`src/rtl/rsa_mod_exp.sv`:
```
// rsa_mod_exp: modular exponentiation engine, result = base^exponent mod modulus.
// Uses left-to-right binary square-and-multiply over the KEY_W-bit key.
// Each modular product runs on a bit-serial interleaved shift-add-reduce
// multiplier that consumes one multiplier bit per clock, MSB first.
//
// Ports:
//   clk      - rising-edge clock
//   rst      - synchronous, active-high reset (aborts any operation, no done)
//   start    - one-cycle request, accepted only while idle
//   base     - message/ciphertext, must be < modulus
//   exponent - key exponent, KEY_W bits
//   modulus  - RSA modulus n, must be >= 2
//   result   - base^exponent mod modulus (0 on operand error), held until next start
//   done     - one-cycle completion pulse
//   busy     - high whenever the engine is not idle
//   err      - operand violation flag, held until next start
//
// Build option: define RSA_MOD_EXP_CONST_TIME_EN to run a multiply after every
// square regardless of the key bit (product kept only for 1 bits), making the
// latency independent of the key value.
module rsa_mod_exp #(
  parameter int W     = 8,
  parameter int KEY_W = 6
) (
  input  logic             clk,
  input  logic             rst,
  input  logic             start,
  input  logic [W-1:0]     base,
  input  logic [KEY_W-1:0] exponent,
  input  logic [W-1:0]     modulus,
  output logic [W-1:0]     result,
  output logic             done,
  output logic             busy,
  output logic             err
);

  localparam int CW = (W > 1) ? $clog2(W) : 1;
  localparam int IW = (KEY_W > 1) ? $clog2(KEY_W) : 1;

  typedef enum logic [2:0] {
    IDLE = 3'd0,
    LOAD = 3'd1,
    SQR  = 3'd2,
    MUL  = 3'd3,
    DONE = 3'd4
  } state_t;

  state_t           state_r;
  logic [W-1:0]     base_r;
  logic [KEY_W-1:0] exp_r;
  logic [W-1:0]     mod_r;
  logic [W-1:0]     acc_r;
  logic [W-1:0]     prod_r;
  logic [CW-1:0]    bit_r;
  logic [IW-1:0]    idx_r;

  logic             mul_b_s;
  logic [W-1:0]     step_s;
  logic             key_bit_s;
  logic             mul_last_s;
  logic             acc_wr_s;
  logic [W-1:0]     acc_next_s;
  logic             bad_op_s;

  // One interleaved step: P = (2P mod n + (bit ? a : 0)) mod n.
  // With P < n and a < n every intermediate fits in W+1 bits.
  function automatic logic [W-1:0] mm_step(input logic [W-1:0] p,
                                           input logic [W-1:0] a,
                                           input logic [W-1:0] n,
                                           input logic         b_bit);
    logic [W:0] t;
    logic [W:0] u;
    t = {p, 1'b0};
    if (t >= {1'b0, n}) begin
      t = t - {1'b0, n};
    end else begin
      t = t;
    end
    u = t + (b_bit ? {1'b0, a} : {(W+1){1'b0}});
    if (u >= {1'b0, n}) begin
      u = u - {1'b0, n};
    end else begin
      u = u;
    end
    return u[W-1:0];
  endfunction

  // Multiplier datapath: select the multiplier bit and compute the next partial product.
  always_comb begin
    mul_b_s = 1'b0;
    case (state_r)
      SQR:     mul_b_s = acc_r[bit_r];
      MUL:     mul_b_s = base_r[bit_r];
      default: mul_b_s = 1'b0;
    endcase
    step_s     = mm_step(prod_r, acc_r, mod_r, mul_b_s);
    key_bit_s  = exp_r[idx_r];
    mul_last_s = (bit_r == '0);
`ifdef RSA_MOD_EXP_CONST_TIME_EN
    // Dummy multiplies for zero key bits are computed but discarded.
    acc_wr_s   = (state_r == SQR) || key_bit_s;
`else
    acc_wr_s   = 1'b1;
`endif
    acc_next_s = acc_wr_s ? step_s : acc_r;
    // modulus < 2 means every bit above bit 0 is clear.
    bad_op_s   = (mod_r[W-1:1] == '0) || (base_r >= mod_r);
  end

  // Sequencer FSM with registered outputs.
  always_ff @(posedge clk) begin
    if (rst) begin
      state_r <= IDLE;
      base_r  <= '0;
      exp_r   <= '0;
      mod_r   <= '0;
      acc_r   <= '0;
      prod_r  <= '0;
      bit_r   <= '0;
      idx_r   <= '0;
      result  <= '0;
      done    <= 1'b0;
      busy    <= 1'b0;
      err     <= 1'b0;
    end else begin
      case (state_r)
        IDLE: begin
          done <= 1'b0;
          if (start) begin
            base_r  <= base;
            exp_r   <= exponent;
            mod_r   <= modulus;
            busy    <= 1'b1;
            state_r <= LOAD;
          end else begin
            busy    <= 1'b0;
            state_r <= IDLE;
          end
        end
        LOAD: begin
          if (bad_op_s) begin
            err     <= 1'b1;
            result  <= '0;
            done    <= 1'b1;
            state_r <= DONE;
          end else begin
            err     <= 1'b0;
            acc_r   <= {{(W-1){1'b0}}, 1'b1};
            prod_r  <= '0;
            bit_r   <= CW'(W - 1);
            idx_r   <= IW'(KEY_W - 1);
            state_r <= SQR;
          end
        end
        SQR, MUL: begin
          if (mul_last_s) begin
            acc_r  <= acc_next_s;
            prod_r <= '0;
            bit_r  <= CW'(W - 1);
`ifdef RSA_MOD_EXP_CONST_TIME_EN
            if (state_r == SQR) begin
`else
            if ((state_r == SQR) && key_bit_s) begin
`endif
              state_r <= MUL;
            end else if (idx_r == '0) begin
              // result is taken from the freshly finished product.
              result  <= acc_next_s;
              done    <= 1'b1;
              state_r <= DONE;
            end else begin
              idx_r   <= idx_r - IW'(1);
              state_r <= SQR;
            end
          end else begin
            prod_r  <= step_s;
            bit_r   <= bit_r - CW'(1);
            state_r <= state_r;
          end
        end
        DONE: begin
          done    <= 1'b0;
          busy    <= 1'b0;
          state_r <= IDLE;
        end
        default: begin
          done    <= 1'b0;
          busy    <= 1'b0;
          state_r <= IDLE;
        end
      endcase
    end
  end

endmodule

```
`config.mk`:
```
export PLATFORM = sky130hd
export DESIGN_NAME = rsa_mod_exp
export DESIGN_NICKNAME = d
export VERILOG_FILES = /design/src/rtl/rsa_mod_exp.sv
export SDC_FILE = /design/constraint.sdc
export NUM_CORES = 1
export LEC_CHECK = 0
export CAP_MARGIN = 20
export CORE_ASPECT_RATIO = 0.8
export CORE_MARGIN = 2
export CORE_UTILIZATION = 53
export CTS_CLUSTER_SIZE = 10
export DETAILED_ROUTE_END_ITERATION = 7
export GPL_TIMING_DRIVEN = 0
export PLACE_DENSITY_LB_ADDON = 0.05
export SLEW_MARGIN = 20
export SYNTH_ARGS = -nofsm -noshare
export SYNTH_HDL_FRONTEND = slang
export SYNTH_SLANG_ARGS = --single-unit
export TNS_END_PERCENT = 1
```
`constraint.sdc`:
```
create_clock -name clk -period 4.7 [get_ports clk]
set_input_delay 0.94 -clock clk [delete_from_list [all_inputs] [get_ports clk]]
set_output_delay 0.94 -clock clk [all_outputs]
set_load 0.01 [all_outputs]
```
* Word-level counts from Yosys, hierarchy flattened
Index checks and enable logic that the tools add are counted.
** Cells by class
- Reductions and logical operators :: 15
- Add/sub/neg operators :: 5
- Magnitude comparators :: 5
- Eq/ne operators :: 9
- Multiplexer cells :: 43
** Operators by type and width (number)
- 8-bit 2-to-1 mux :: 10
- 8-bit case mux with 2 select lines :: 3
- 3-bit 2-to-1 mux :: 10
- 9-bit by 8-bit greater-or-equal comparator with 1-bit output :: 2
- 2-bit inequality test, second input constant :: 6
- 3-bit case mux with 2 select lines :: 2
- 1-bit 2-to-1 mux :: 10
- 5-bit AND reduction :: 2
- 9-bit by 8-bit adder with 9-bit output :: 1
- 1-bit binary-select mux with 3-bit select :: 3
- 3-bit logical NOT :: 3
- 9-bit 2-to-1 mux :: 1
- 3-bit case mux with 3 select lines :: 1
- 9-bit by 8-bit subtractor with 9-bit output :: 1
- 8-bit greater-or-equal comparator :: 1
- 3-bit by 4-bit < comparator with 1-bit output, second input constant :: 2
- 8-bit subtractor :: 1
- 7-bit logical NOT :: 1
- 3-bit by 2-bit equality test with 1-bit output, second input constant :: 2
- 1-bit case mux with 2 select lines :: 3
- 3-bit by 1-bit subtractor with 3-bit output, second input constant :: 2
- 2-bit AND reduction :: 2
- 4-bit AND reduction :: 1
- 3-bit by 1-bit equality test with 1-bit output, second input constant :: 1
- other kinds (6) :: 6
** Word-level totals
- Register bits :: 58

* Depth between registers and ports, before layout
- Depth after elaboration :: 11
- Depth in mapped cells :: 23
- Mapped depth without buffers :: 21

* Least setup slack after synthesis
OpenSTA, ideal clock, no wires.
- Kind :: register to register
- Start :: reg mod_r[1]
- End :: reg result[2]
- Setup slack :: -0.446 ns
- Period minus slack after synthesis :: 5.146 ns
- Library setup time :: 0.127 ns
- Stages on the path, launching flop included :: 24
- Buffers on the path :: 2
- Arrival time :: 5.019 ns
- Cell sequence :: dfxtp_1 > inv_1 > ha_1 > ha_1 > a2111oi_0 > o31a_1 > and2_2 > clkbuf_1 > nor2_1 > ha_1 > fa_1 > a21oi_1 > o22ai_1 > nor2_1 > xnor2_1 > ha_1 > a211o_1 > a31oi_1 > a32o_1 > clkbuf_1 > nor2_1 > a31oi_1 > o32ai_1 > or3_1
** On the way
- Word-level cells in the longest chain between the ends :: 9
** RTL lines
- start, declared :: RTL line 51 : logic [W-1:0] mod_r;
- start signal, assigned :: RTL line 132 : mod_r <= modulus;
- 9-bit by 8-bit subtractor with 9-bit output / 9-bit by 8-bit greater-or-equal comparator with 1-bit output (equally long branches) :: RTL line 75, 74
- 9-bit 2-to-1 mux :: RTL line 74 : if (t >= {1'b0, n}) begin
- 9-bit by 8-bit adder with 9-bit output :: RTL line 79 : u = t + (b_bit ? {1'b0, a} : {(W+1){1'b0}});
- 8-bit subtractor / 9-bit by 8-bit greater-or-equal comparator with 1-bit output (equally long branches) :: RTL line 81, 80
- 8-bit 2-to-1 mux :: RTL line 80 : if (u >= {1'b0, n}) begin
- 8-bit 2-to-1 mux :: RTL line 166 : end else if (idx_r == '0) begin
- 8-bit 2-to-1 mux :: RTL line 163 : if ((state_r == SQR) && key_bit_s) begin
- 8-bit 2-to-1 mux :: RTL line 156 : if (mul_last_s) begin
- 8-bit case mux with 2 select lines :: RTL line 126 : case (state_r)
- end signal, assigned :: RTL line 168 : result <= acc_next_s;
- end, declared :: RTL line 31 : output logic [W-1:0] result,
Several ways; a longest one is shown, not always the timed one. The select of a mux whose other input is x is not followed.
A chain may end at the register's enable or synchronous reset.

* Worst setup path after layout
- Start :: reg mod_r[1]
- End :: reg prod_r[7]
** On the way
- Word-level cells in the longest chain between the ends :: 7
** RTL lines
- 9-bit by 8-bit subtractor with 9-bit output / 9-bit by 8-bit greater-or-equal comparator with 1-bit output (equally long branches) :: RTL line 75, 74
- 9-bit 2-to-1 mux :: RTL line 74
- 9-bit by 8-bit adder with 9-bit output :: RTL line 79
- 8-bit subtractor / 9-bit by 8-bit greater-or-equal comparator with 1-bit output (equally long branches) :: RTL line 81, 80
- 8-bit 2-to-1 mux :: RTL line 80
- 8-bit 2-to-1 mux :: RTL line 156
- 8-bit case mux with 2 select lines :: RTL line 126
- end signal, assigned :: RTL line 176 : prod_r <= step_s;
- end, declared :: RTL line 53 : logic [W-1:0] prod_r;
Several ways; a longest one is shown, not always the timed one.

==> reports/metrics.csv <==
metric;value;unit
largest net degree at the start of global routing;13;
cts bufs inserted;9;
setup TNS;-4.65;ns
CTS Buffer Depth;2;
# setup viols final;24;
syn_area_per_cell;7.97;sq um
Final min period;5.01;ns
die area;8940;sq um
Hold Violations, Final;0;
CTS tree;yes;
first-pass GRT wire length;21600;um
crit path DAT;5.24;ns
Hold WS;0.460;ns
row count;29;
Area growth, synth to finish;29.9;%
Clock Pin Slew Worst Setup and Hold Paths;0.08;ns
drt pass-1 iters;5;
# H-tree levels;3;
Synth Warn #;0;
routed wire length;13700;um
Initial Util;54.7;%
antenna cells;0;
port buffer count;34;
status;finished, violations left;
Non-Filler Instances;731;
total gr overflow;0;
io pins;36;
root cell of the clock tree;clkbuf_8;
crit path kind;reg -> reg;
maximum achievable frequency;200;MHz
clk_lat worst skew;0.34;ns
Residual DRC;0;
commonest non-fill, non-tap cells in the layout;nand2_1, dfxtp_1, a21oi_1;
max cap viols;0;
routed vias;4569;
flop-to-flop setup slack;-0.31;ns
Iteration-0 DRC Markers;421;
Max FO, Critical Path;4;
initial antenna violation count;0;
Setup crit end kind;flip-flop;
actual slew at the worst max-slew pin;1.08;ns
async set-or-reset flop fraction in the synthesized netlist;0;%
share of cells above drive strength 1;20.4;%
hpwl dp;9840;um
gpl congestion;0.946;
Distinct cells, synth;64;
Worst setup SP type;flip-flop;
worst setup margin;-0.305;ns
Syn Std Cell Area;4340;sq um
clock sink total;58;
EDFF count, synth;0;
Total GRT Usage;30.6;%
vias in the first global route;4238;
Period Utilization, post-route;106;%
failing checks;setup timing;
max-slew violations;0;
core footprint;7950;sq um
Syn Nets;609;
Cells after DPL;687;
CP required;4.94;ns
min-delay worst type;reg -> reg;
DIE HEIGHT;85.0;um
drt wl/cell;18.8;um
RSZ-0062 raised after global routing;yes;
Slew HR;27.7;%
routed vias/inst;6.25;
commonest non-fill, non-tap cell in the layout;nand2_1;
Synth Register Bits;58;
Final nets;682;
Synth Instances;545;
post-route ant nets;0;
sequential element share of the synthesized area;26.7;%
die width;105;um
ys flop type;dfxtp_1;
clk_skew;0.0155;ns
[what timing repair did]
action / 4_1_cts / 5_1_grt
hold buffers: 0 / 0
pin swaps: 28 / 22
buffers inserted: 23 / 4
gates resized for setup: 61 / 17
endpoints found under the setup margin: 24 / 24
cloned: 1 / 0
[worst max-delay path, stage by stage (launching register included)]
cell and delay (ns):
dfxtp_4 0.38, inv_6 0.04, ha_4 0.25, ha_4 0.17, a2111oi_4 0.26, o31a_1 0.22
and2_4 0.19, mux2_4 0.33, ha_4 0.23, a21oi_4 0.14, o211ai_1 0.16, o41ai_2 0.52
xnor2_2 0.19, ha_4 0.31, mux2_4 0.29, a311o_1 0.32, a311oi_4 0.38, o21ai_2 0.16
a221o_1 0.37
[worst paths after layout]
kind / endpoint / startpoint / cells past startpoint
setup reg to reg: prod_r[7] / mod_r[1] / 18
hold / removal: exp_r[5] / exp_r[5] / 2
setup / recovery: prod_r[7] / mod_r[1] / 18
hold reg to reg: exp_r[5] / exp_r[5] / 2
[cell type report]
class | count | area (sq um)
clock buffers | 9 | 124
clock inverters | 7 | 76.3
multi-input cells | 439 | 3330
repair buffers | 62 | 551
well taps | 108 | 135
fillers | 637 | 2300
flip-flops and latches | 58 | 1180
plain buffers | 21 | 138
inverters | 27 | 111
[registers in the layout, indices dropped and copies added (netlist names)]
signal   flops
result       8
acc_r        8
base_r       8
idx_r        3
bit_r        3
state_r      3
exp_r        6
mod_r        8
done         1
prod_r       8
busy         1
err          1
[routing by layer]
metal	vias to the layer above	global-route usage, %	wire length [um]
met5	-	0	0
met4	0	8.00	265
met3	30	6.99	1240
met2	231	47.2	6120
met1	2160	43.1	6120
li1	2148	-	-
[logic make-up after synthesis]
logic type,count (synthesis),share of synthesized area [%]
AOI/OAI and AO/OA,138,21.8
DFF,58,26.7
and+or+nand+nor,221,24.1
buffers and inverters,48,4.70
adders and majority gates,39,11.8
muxes,27,8.10
xor gates and xnor gates,14,2.82
[through the flow]
stage          utilization (%)  cell area, sq um  setup WS [ns]
3_3_place_gp              61.4              4880          -1.02
5_1_grt                   71.0              5640         -0.381
4_1_cts                   69.7              5540         -0.228
3_5_place_dp              61.4              4880         -0.998
2_1_floorplan                -              4400       0.000316
6_report                  71.0              5640         -0.305
[cell usage after synthesis (2+ instances only)]
library cell  count  share of area, %
nand3_1          16               1.8
nor4_1            3              0.43
mux4_2            6               3.1
fa_1              3               1.4
a2111oi_0         2              0.40
o21bai_1          4              0.69
nand2b_1          5              0.72
or3_1            19               2.7
or2_2             2              0.29
a31oi_1           4              0.58
a32o_1            2              0.46
ha_1             36                10
clkbuf_1         18               1.6
a311oi_1          4              0.81
o22ai_1           3              0.43
dfxtp_1          58                27
nand2_1          86               7.4
a221o_1           9               2.1
a21oi_1          44               5.1
xor2_1            4              0.81
nor2b_1           5              0.72
and3_1           12               1.7
mux2_2            5               1.3
o21ai_0          20               2.3
a21o_1            6               1.0
a211oi_1          3              0.52
nor2_1           43               3.7
inv_1            27               2.3
mux2i_1          16               3.7
a211o_1           6               1.2
xnor2_1          10               2.0
nor3_1           15               1.7
nand3b_1          3              0.52
o32ai_1           4              0.81
a32oi_1           2              0.40
o31a_1            4              0.81
nor3b_1           2              0.35
o211ai_1          5              0.86
o21a_1            4              0.69
Power is left out: the tool's default activity adds up to more than one toggle a clock period on the data nets, which glitch-free logic cannot reach.
